`src/rtl/dsram_port_arbiter_if.sv`:
```
// Request/response bundle between the core pipeline and the data-SRAM port arbiter.
// master: core side (EX loads, MS stores, SRAM consumer); slave: the arbiter.
interface dsram_port_arbiter_if;
  logic        ld_req;
  logic [31:0] ld_addr;
  logic        ld_gnt;
  logic        ld_stall;
  logic        st_req;
  logic [31:0] st_addr;
  logic [31:0] st_wdata;
  logic [3:0]  st_wstrb;
  logic        st_ready;
  logic        sq_empty;
  logic        data_sram_en;
  logic [3:0]  data_sram_we;
  logic [31:0] data_sram_addr;
  logic [31:0] data_sram_wdata;

  modport master (
    output ld_req, ld_addr, st_req, st_addr, st_wdata, st_wstrb,
    input  ld_gnt, ld_stall, st_ready, sq_empty,
           data_sram_en, data_sram_we, data_sram_addr, data_sram_wdata
  );

  modport slave (
    input  ld_req, ld_addr, st_req, st_addr, st_wdata, st_wstrb,
    output ld_gnt, ld_stall, st_ready, sq_empty,
           data_sram_en, data_sram_we, data_sram_addr, data_sram_wdata
  );
endinterface

```
`src/rtl/dsram_port_arbiter.sv`:
```
// Data-SRAM port arbiter: loads get the single port unless they hit a queued
// store (RAW) or the store queue is full; stores wait in a circular queue and
// drain whenever the port is not granted to a load.
// Optional starvation guard: define DSRAM_STARVE_GUARD_EN.
module dsram_port_arbiter #(
  parameter int unsigned SQ_DEPTH     = 4,
  parameter int unsigned STARVE_LIMIT = 8
) (
  input logic                 clk,
  input logic                 resetn,
  dsram_port_arbiter_if.slave bus
);
  localparam int unsigned PW       = $clog2(SQ_DEPTH);
  localparam logic [PW:0] FULL_CNT = (PW+1)'(SQ_DEPTH);

  if ((SQ_DEPTH < 2) || ((SQ_DEPTH & (SQ_DEPTH - 1)) != 0) || (STARVE_LIMIT == 0)) begin : g_bad_cfg
    $error("dsram_port_arbiter: SQ_DEPTH must be a power of two >= 2, STARVE_LIMIT > 0");
  end

  logic [31:0]         sq_addr  [SQ_DEPTH];
  logic [31:0]         sq_wdata [SQ_DEPTH];
  logic [3:0]          sq_wstrb [SQ_DEPTH];
  logic [PW-1:0]       head;
  logic [PW-1:0]       tail;
  logic [PW:0]         count;
  logic [SQ_DEPTH-1:0] sq_valid;
  logic                empty;
  logic                full;
  logic                enq;
  logic                haz;
  logic                starve_hit;
  logic                drain_force;
  logic                ld_gnt;
  logic                drain;

  assign empty       = (count == '0);
  assign full        = (count == FULL_CNT);
  assign enq         = bus.st_req & ~full;
  assign drain_force = full | starve_hit;

  // An entry is live when its distance from head is below the occupancy count.
  always_comb begin
    sq_valid = '0;
    for (int unsigned i = 0; i < SQ_DEPTH; i++) begin
      sq_valid[i] = ({1'b0, PW'(PW'(i) - head)} < count);
    end
  end

  // RAW hazard: load word matches a live entry or the store being accepted now.
  always_comb begin
    haz = enq & (bus.st_addr[31:2] == bus.ld_addr[31:2]);
    for (int unsigned i = 0; i < SQ_DEPTH; i++) begin
      if (sq_valid[i] && (sq_addr[i][31:2] == bus.ld_addr[31:2])) haz = 1'b1;
    end
  end

`ifdef DSRAM_STARVE_GUARD_EN
  localparam int unsigned       SW         = $clog2(STARVE_LIMIT + 1);
  localparam logic [SW-1:0]     STARVE_MAX = SW'(STARVE_LIMIT);
  logic [SW-1:0] starve_cnt;

  // Count cycles the queue holds data without draining; saturate at the limit.
  always_ff @(posedge clk or negedge resetn) begin
    if (!resetn)                                 starve_cnt <= '0;
    else if (drain)                              starve_cnt <= '0;
    else if (!empty && starve_cnt != STARVE_MAX) starve_cnt <= starve_cnt + 1'b1;
  end

  assign starve_hit = (starve_cnt == STARVE_MAX);
`else
  assign starve_hit = 1'b0;
`endif

  // Port arbitration. The grant is masked by resetn so the port is idle
  // immediately on an asynchronous reset even while ld_req is still asserted.
  always_comb begin
    ld_gnt              = bus.ld_req & resetn & ~haz & ~drain_force;
    drain               = ~empty & ~ld_gnt;
    bus.ld_gnt          = ld_gnt;
    bus.ld_stall        = bus.ld_req & resetn & ~ld_gnt;
    bus.st_ready        = ~full;
    bus.sq_empty        = empty;
    bus.data_sram_en    = 1'b0;
    bus.data_sram_we    = '0;
    bus.data_sram_addr  = '0;
    bus.data_sram_wdata = '0;
    if (ld_gnt) begin
      bus.data_sram_en   = 1'b1;
      bus.data_sram_addr = bus.ld_addr;
    end else if (drain) begin
      bus.data_sram_en    = 1'b1;
      bus.data_sram_we    = sq_wstrb[head];
      bus.data_sram_addr  = {sq_addr[head][31:2], 2'b00};
      bus.data_sram_wdata = sq_wdata[head];
    end
  end

  // Queue pointers and occupancy; simultaneous enqueue and drain keep count.
  always_ff @(posedge clk or negedge resetn) begin
    if (!resetn) begin
      head  <= '0;
      tail  <= '0;
      count <= '0;
    end else begin
      if (enq)   tail <= tail + 1'b1;
      if (drain) head <= head + 1'b1;
      if (enq && !drain)      count <= count + 1'b1;
      else if (!enq && drain) count <= count - 1'b1;
    end
  end

  // Store-queue payload; only live entries are ever read.
  always_ff @(posedge clk) begin
    if (enq) begin
      sq_addr[tail]  <= bus.st_addr;
      sq_wdata[tail] <= bus.st_wdata;
      sq_wstrb[tail] <= bus.st_wstrb;
    end
  end
endmodule

```
`src/flat_wrapper.sv`:
```
// flat-port wrapper written by rule: the top's interface ports become plain ports
module dsram_port_arbiter_flat 
#(
  parameter int unsigned SQ_DEPTH     = 4,
  parameter int unsigned STARVE_LIMIT = 8
)
  (clk, resetn, bus_ld_req, bus_ld_addr, bus_st_req, bus_st_addr, bus_st_wdata, bus_st_wstrb, bus_ld_gnt, bus_ld_stall, bus_st_ready, bus_sq_empty, bus_data_sram_en, bus_data_sram_we, bus_data_sram_addr, bus_data_sram_wdata);
  dsram_port_arbiter_if bus_i ();
  input logic clk;
  input logic resetn;
  input wire logic [$bits(bus_i.ld_req)-1:0] bus_ld_req;
  input wire logic [$bits(bus_i.ld_addr)-1:0] bus_ld_addr;
  input wire logic [$bits(bus_i.st_req)-1:0] bus_st_req;
  input wire logic [$bits(bus_i.st_addr)-1:0] bus_st_addr;
  input wire logic [$bits(bus_i.st_wdata)-1:0] bus_st_wdata;
  input wire logic [$bits(bus_i.st_wstrb)-1:0] bus_st_wstrb;
  output wire logic [$bits(bus_i.ld_gnt)-1:0] bus_ld_gnt;
  output wire logic [$bits(bus_i.ld_stall)-1:0] bus_ld_stall;
  output wire logic [$bits(bus_i.st_ready)-1:0] bus_st_ready;
  output wire logic [$bits(bus_i.sq_empty)-1:0] bus_sq_empty;
  output wire logic [$bits(bus_i.data_sram_en)-1:0] bus_data_sram_en;
  output wire logic [$bits(bus_i.data_sram_we)-1:0] bus_data_sram_we;
  output wire logic [$bits(bus_i.data_sram_addr)-1:0] bus_data_sram_addr;
  output wire logic [$bits(bus_i.data_sram_wdata)-1:0] bus_data_sram_wdata;
  assign bus_i.ld_req = bus_ld_req;
  assign bus_i.ld_addr = bus_ld_addr;
  assign bus_i.st_req = bus_st_req;
  assign bus_i.st_addr = bus_st_addr;
  assign bus_i.st_wdata = bus_st_wdata;
  assign bus_i.st_wstrb = bus_st_wstrb;
  assign bus_ld_gnt = bus_i.ld_gnt;
  assign bus_ld_stall = bus_i.ld_stall;
  assign bus_st_ready = bus_i.st_ready;
  assign bus_sq_empty = bus_i.sq_empty;
  assign bus_data_sram_en = bus_i.data_sram_en;
  assign bus_data_sram_we = bus_i.data_sram_we;
  assign bus_data_sram_addr = bus_i.data_sram_addr;
  assign bus_data_sram_wdata = bus_i.data_sram_wdata;
  dsram_port_arbiter #(.SQ_DEPTH(SQ_DEPTH), .STARVE_LIMIT(STARVE_LIMIT)) u_core (.clk(clk), .resetn(resetn), .bus(bus_i));
endmodule
```
`config.mk`:
```
export PLATFORM = sky130hd
export DESIGN_NAME = dsram_port_arbiter_flat
export DESIGN_NICKNAME = d
export VERILOG_FILES = /design/src/rtl/dsram_port_arbiter_if.sv /design/src/rtl/dsram_port_arbiter.sv /design/src/flat_wrapper.sv
export SDC_FILE = /design/constraint.sdc
export NUM_CORES = 1
export LEC_CHECK = 0
export BUFFER_PORTS_ARGS = -buffer_cell sky130_fd_sc_hd__buf_4
export CORE_ASPECT_RATIO = 1.5
export CORE_UTILIZATION = 35
export CTS_CLUSTER_SIZE = 25
export DETAILED_ROUTE_END_ITERATION = 8
export GPL_ROUTABILITY_DRIVEN = 0
export GPL_TIMING_DRIVEN = 0
export HOLD_SLACK_MARGIN = 0.15
export PLACE_DENSITY = 0.5
export REMOVE_ABC_BUFFERS = 1
export SYNTH_ARGS = -nofsm -noshare
export SYNTH_HDL_FRONTEND = slang
export SYNTH_SLANG_ARGS = --single-unit
```
`constraint.sdc`:
```
create_clock -name clk -period 4.5 [get_ports clk]
set_clock_uncertainty 0.2 [all_clocks]
set_input_delay 0.225 -clock clk [delete_from_list [all_inputs] [get_ports clk]]
set_output_delay 0.225 -clock clk [all_outputs]
set_load 0.01 [all_outputs]
```
==> flow_summary.ini, run 1 <==
[power_and_ir_drop]
pwr-share-comb_pct = 38.8
totalPowerFinal_mw = 9.98
peakVddDrop_v = 0.000409
switching_power_mw = 3.20
p_per_area_nw_per_um2 = 611
p_seq_share_pct = 36.2
cellLeakagePower_nw = 5.73
p_sw_share_pct = 32.1
p_int_mw = 6.78
clockPowerShare_pct = 25.0

[routing]
dr.pass1.iters = 4
drtAntennaViolNets = 0
via_per_inst = 4.79
routed_wl_um = 33500
drt_iter0_markers = 260
remaining_drc_errors = 0
vias = 7107
wire_per_inst_um = 22.6

[die]
die_height_um = 236
core_area_um2 = 35900
num_rows = 85
die_w_um = 158
initial_core_util_pct = 35.5
die-area_um2 = 37200
io_pins = 177

[logic_synthesis]
muxShareOfSynthArea_pct = 11.7
synth-simple-area-share_pct = 5.14
syn-instance-count = 753
synthArstFlopShare_pct = 2.58
synth_compound_area_share_pct = 3.86
synth_cell_types = 38
syn-cell-area_um2 = 12800
synthAdderAreaFrac_pct = 1.04
synth_seq_cells = 271
synth_seq_area_share_pct = 63.5
ys_warn_count = 0
synth-edff-count = 264
ys.flop_type = edfxtp_1
synth_top_family_by_area = multiplexers
syn_avg_cell_area_um2 = 16.9
synth_xor_area_share_pct = 10.8

[layout]
seq_area_um2 = 8110
multi_input_area_um2 = 4160
fill_cells = 3273
fin_util_pct = 45.5
final_area_um2 = 16300
antenna_cells = 0
final_nets = 1097
drive_above_1_share_pct = 32.7
syn_to_final_growth_pct = 28.1

[placement]
placed_area_um2 = 14600
portBuffers = 174
dp_hpwl_um = 22700

[setup_path]
end_kind = output port
critPathMaxFanout = 39
timing.rr.start = u_core.head[1]$_DFFE_PN0P_
worstPathArrival_ns = 3.72
required_ns = 4.07
rr_endpoint = u_core.count[2]$_DFFE_PN0P_
start_kind = flop
crit_type = reg2out
r2r.worst_path.cells = 15
endpoint = bus_data_sram_wdata[26]
reg2reg_slack_ns = 0.57
startpoint = u_core.head[1]$_DFFE_PN0P_

[sta]
fin_crit_ns = 4.14
setup_viol = 0
fmax_mhz = 241
hold_slack_ns = 0.219
max_slew_margin_pct = 47.3
period_share_pct = 92.0
tightest_slew_ns = 0.788
maxSlewViolCount = 0
rsz0062_at_grt = false
hold_viol_final = 0

[flow_run]
drv_cap = 0

[hold_path]
hold_path_class = in2reg
min_path_cells = 2

[clocking]
cts_tree = built
cts-root-buf = clkbuf_16
cts_buffers = 28
htreeDepth = 1
cts_buffer_depth = 3
cts_resized = 0
cts_sinks = 271
clk_pin_slew_ns = 0.06
worstSkewPairLatency_ns = 0.55

[run_status]
outcome = finished, final reports clean

[global_route]
grt-ovfl-total = 0
grt_usage_pct = 18.2
grt_pass1_wl_um = 48700
grt_pass1_vias = 7769
grt_max_degree = 47
antenna_found_initial = 1
[logic make-up after synthesis]
kind of cell	count (synthesis)
DFF	271
xor gates and xnor gates	157
and+or+nand+nor	107
buffers and inverters	97
muxes	66
AOI/OAI and AO/OA	45
adders and majority gates	10
[sequential cells by signal, summed over array words and instances (netlist names)]
signal / flops
u_core.count: 3
u_core.sq_wdata: 128
u_core.sq_addr: 120
u_core.head: 2
u_core.sq_wstrb: 16
u_core.tail: 2
[worst max-delay path: stages, from the launching register on]
cell	delay, ns
dfrtp_4	0.67
buf_16	0.29
xnor2_1	0.19
inv_1	0.07
ha_1	0.17
a2111o_1	0.39
a21oi_1	0.20
nand3_1	0.14
nand3_2	0.19
o21ai_4	0.12
buf_12	0.18
buf_12	0.17
nor2b_1	0.17
buf_4	0.15
[Yosys cell counts (4+ instances only)]
| cell | instances | area share, % |
|---|---|---|
| nor2b_1 | 36 | 1.8 |
| clkbuf_1 | 11 | 0.32 |
| buf_2 | 31 | 1.2 |
| nor3_1 | 4 | 0.16 |
| mux4_2 | 66 | 12 |
| and2_1 | 6 | 0.29 |
| edfxtp_1 | 264 | 62 |
| o2bb2ai_2 | 20 | 2.4 |
| ha_1 | 9 | 0.88 |
| buf_6 | 8 | 0.71 |
| nor2_1 | 4 | 0.12 |
| nand2_1 | 6 | 0.18 |
| xnor2_1 | 91 | 6.2 |
| dfrtp_1 | 7 | 1.4 |
| xor2_1 | 66 | 4.5 |
| nand3_1 | 7 | 0.27 |
| buf_4 | 4 | 0.24 |
| nand4_1 | 21 | 1.0 |
| o2bb2ai_1 | 10 | 0.69 |
| nor4_1 | 16 | 0.78 |
| a21oi_1 | 5 | 0.20 |
| inv_1 | 40 | 1.2 |
[through the flow]
step | setup slack, ns | TNS (ns) | instances
finish | 0.358 | 0 | 1483
global route | 0.0954 | 0 | 1483
CTS | 0.0542 | 0 | 1481
detailed placement | 0.0952 | 0 | 1359
global placement | -5.58 | -512.04 | 1348
floorplan | -2.12 | -111.99 | 696
[layout by cell type, fill, tap and decap left out, types with 6 or more instances in the layout]
cell / n
edfxtp_1: 264
buf_4: 174
xnor2_1: 91
dlygate4sd3_1: 69
xor2_1: 66
mux4_2: 66
inv_1: 40
nor2b_1: 36
clkbuf_16: 29
nand4_1: 21
o2bb2ai_2: 20
nor4_1: 16
o2bb2ai_1: 10
ha_1: 9
nand3_1: 7
buf_16: 7
nand2_1: 6
clkinv_1: 6
bufinv_16: 6
buf_12: 6
[routing by layer]
| metal | share of wire (%) | global-route usage (%) | routed length (µm) |
|---|---|---|---|
| met4 | 1.9 | 4.68 | 651 |
| met2 | 54 | 34.0 | 18100 |
| met3 | 5.3 | 3.53 | 1770 |
| met1 | 39 | 20.7 | 13000 |
| met5 | 0.033 | 0 | 11 |
[worst min-delay path by stage]
stage,from,endpoint,slack (ns)
after CTS,bus_st_wstrb[0],u_core.sq_wstrb[0][0]$_DFFE_PP_,0.18
after floorplan,resetn,u_core.count[0]$_DFFE_PN0P_,-0.27
after detailed placement,resetn,u_core.count[2]$_DFFE_PN0P_,-0.15
after global routing,bus_st_wdata[31],u_core.sq_wdata[0][31]$_DFFE_PP_,0.20
final,bus_st_wdata[5],u_core.sq_wdata[2][5]$_DFFE_PP_,0.22
after global placement,resetn,u_core.count[2]$_DFFE_PN0P_,-0.15
[what timing repair did]
item / in CTS / in global routing
hold buffers: 69 / 0
setup endpoints to repair: 34 / 21
pin swaps: 0 / 1
buffers inserted: 1 / 2
endpoints found under the hold margin: 273 / 0
[power groups by stage]
stage	clock, mW	combinational [mW]	sequential, mW
floorplan	0	2.06	3.76
global placement	0	3.54	4.02
detailed placement	0	3.72	3.77
CTS	2.56	3.87	3.67
global route	2.64	4.22	3.66
finish	2.50	3.87	3.61
[final cells by class]
type	instances	area share (%)
tap	478	3.66
inverter	40	0.919
multi-input combinational	385	25.5
timing repair buffer	257	14.2
clock buffer	30	4.46
clock inverter	22	1.64
sequential	271	49.6
No activity file was read; power rests on OpenSTA's default activity.
==> run 2: changes to the inputs <==
- ABC_AREA: unset -> 1
==> flow_summary.ini, run 2 <==
[routing]
drt_iter0_markers = 506
dr.pass1.iters = 5
remaining_drc_errors = 0
wire_per_inst_um = 19.4
drtAntennaViolNets = 0
via_per_inst = 4.86
routed_wl_um = 40200
vias = 10100

[clocking]
cts_buffers = 28
cts_buffer_depth = 3
cts_sinks = 271
clk_pin_slew_ns = 0.07
worstSkewPairLatency_ns = 0.55
htreeDepth = 1
cts_tree = built
cts-root-buf = clkbuf_16

[die]
num_rows = 88
die_height_um = 243
die-area_um2 = 39600
initial_core_util_pct = 35.4
io_pins = 177
core_area_um2 = 38300
die_w_um = 163

[logic_synthesis]
synth_seq_cells = 271
syn_avg_cell_area_um2 = 10.2
ys_warn_count = 0
netlist.top_cell.by_area = edfxtp_1
synth_commonest_cells = nand2_1, edfxtp_1, inv_1
yosysMostFrequentCell = nand2_1
synth_seq_area_share_pct = 59.7
synth.area.top_cells = edfxtp_1, nand2_1, xnor2_1, nand3_1, inv_1
synth-edff-count = 264
ys.flop_type = edfxtp_1
yosys.area.top_type_share_pct = 58.4
syn-instance-count = 1335
synth_cell_types = 41
syn-cell-area_um2 = 13600
synthArstFlopShare_pct = 2.58

[setup_path]
end_kind = flop
crit_type = reg2reg
path_depth = 19
slowest_stage = dfrtp_4
crit_chain = nand2_2 -> inv_4 -> nor2_1 -> ha_1 -> nand2_1 -> nand2_1 -> nand2_1 -> nand3_1 -> nor2_1 -> nand3_1 -> nand2_1 -> inv_1 -> nand3_4 -> nand2_4 -> ha_1 -> fa_1 -> a21oi_1 -> o21ai_0 -> xor2_1
required_ns = 4.73
start_kind = flop
critPathMaxFanout = 19
worst-path-buf-inv = 2
r2r.worst_path.cells = 19
worstPathArrival_ns = 4.46
cp_common_cell = nand2_1
critPathMaxStageDelay_ns = 0.62
critPathTopFamily = simple AND/OR/NAND/NOR gates

[sta]
tightest_slew_ns = 1.09
max_slew_margin_pct = 26.9
maxSlewViolCount = 0
period_share_pct = 94.0
fmax_mhz = 236
fin_crit_ns = 4.23
hold_viol_final = 0
setup_viol = 0
rsz0062_at_grt = false
hold_slack_ns = 0.219

[layout]
most-common-layout-cells = nand2_1, edfxtp_1, buf_4, inv_1, nand3_1
layout_commonest_cell = nand2_1
fin_util_pct = 44.7
reg_top3 = u_core.sq_wdata (128), u_core.sq_addr (120), u_core.sq_wstrb (16)
final_nets = 1674
drive_above_1_share_pct = 18.3
syn_to_final_growth_pct = 26.1
antenna_cells = 0
largest_reg_flops = 128
largest-register = u_core.sq_wdata
final_area_um2 = 17100

[power_and_ir_drop]
totalPowerFinal_mw = 10.3
p_seq_share_pct = 34.7
pwr-share-comb_pct = 44.2
p_per_area_nw_per_um2 = 600
peakVddDrop_v = 0.000441
switching_power_mw = 3.89
clockPowerShare_pct = 21.1
p_int_mw = 6.37
cellLeakagePower_nw = 6.89
p_sw_share_pct = 37.9

[hold_path]
hold_path_class = in2reg
min_path_cells = 2

[run_status]
outcome = finished, final reports clean

[global_route]
grt_pass1_vias = 10300
grt_pass1_wl_um = 60700
grt-ovfl-total = 0
grt_usage_pct = 20.5
grt_max_degree = 61
antenna_found_initial = 0

[placement]
dp_hpwl_um = 27300
portBuffers = 174
placed_area_um2 = 15500

[flow_run]
drv_cap = 0
[run 2: changes by cell type in the layout (fill, tap and decap cells not counted), sizes merged, moves of 36 or more]
cell	previous run	this run
nand2	6	423
a221oi	0	36
mux4	66	0
nor2b	36	0
nand3	8	104
nor2	4	135
inv	40	109
[run 2: kinds of logic (layout without fill, tap and decap cells)]
family / Yosys count / count (layout) / synth area share [%]
AND/OR/NAND/NOR: 692 / 694 / 21.7
flip-flops: 271 / 271 / 59.7
adder cells (fa/ha/maj): 10 / 10 / 0.977
buffers and inverters: 182 / 424 / 6.33
AO/OA/AOI/OAI: 77 / 77 / 4.61
XOR/XNOR: 103 / 103 / 6.70
[run 2: power by group through the flow]
stage / Combinational, mW / Sequential, mW / Clock, mW
5_1_grt: 5.00 / 3.61 / 2.29
6_report: 4.53 / 3.56 / 2.17
3_5_place_dp: 4.52 / 3.61 / 0
4_1_cts: 4.64 / 3.56 / 2.21
2_1_floorplan: 2.31 / 3.63 / 0
3_3_place_gp: 4.18 / 3.77 / 0
[run 2: through the flow]
step / instances / setup WS [ns] / setup TNS (ns)
after floorplan: 1263 / -1.26 / -32.04
after global placement: 1932 / -5.68 / -1040.92
after detailed placement: 1950 / -0.471 / -0.687
after CTS: 2074 / 0.0968 / 0
after global routing: 2074 / 0.00955 / 0
final: 2074 / 0.270 / 0
[run 2: cell type report]
type                       count  area, µm²
clock buffer                  34        744
clock inverter                15        103
fill                        3712      21200
inverter                     110        418
multi-input combinational    884       4680
sequential                   271       8110
tap                          495        619
timing repair buffer         265       2440
[run 2: routing by layer]
layer	global-route usage, %	vias to the layer above	share of wire (%)
met5	0	-	0
met4	7.45	0	2.9
met3	3.37	63	4.8
met2	38.4	246	54
met1	22.8	4822	39
li1	-	4944	-
[run 2: timing repair]
item	4_1_cts	5_1_grt
hold buffers	69	0
setup endpoints to repair	40	8
pin swaps	2	0
setup buffers	4	0
gates resized for setup	1	1
hold endpoints to repair	283	0
gates cloned	2	0
[run 2: worst paths after layout]
| check | from | endpoint | slack (ns) |
|---|---|---|---|
| setup / recovery | u_core.head[0]$_DFFE_PN0P_ | u_core.count[2]$_DFFE_PN0P_ | 0.27 |
| hold / removal | bus_st_wdata[25] | u_core.sq_wdata[2][25]$_DFFE_PP_ | 0.22 |
| setup reg to reg | u_core.head[0]$_DFFE_PN0P_ | u_core.count[2]$_DFFE_PN0P_ | 0.27 |
| hold reg to reg | u_core.count[1]$_DFFE_PN0P_ | u_core.count[1]$_DFFE_PN0P_ | 0.35 |
| max in group asynchronous | resetn | u_core.head[0]$_DFFE_PN0P_ | 3.36 |
| min in group asynchronous | resetn | u_core.tail[0]$_DFFE_PN0P_ | 0.45 |
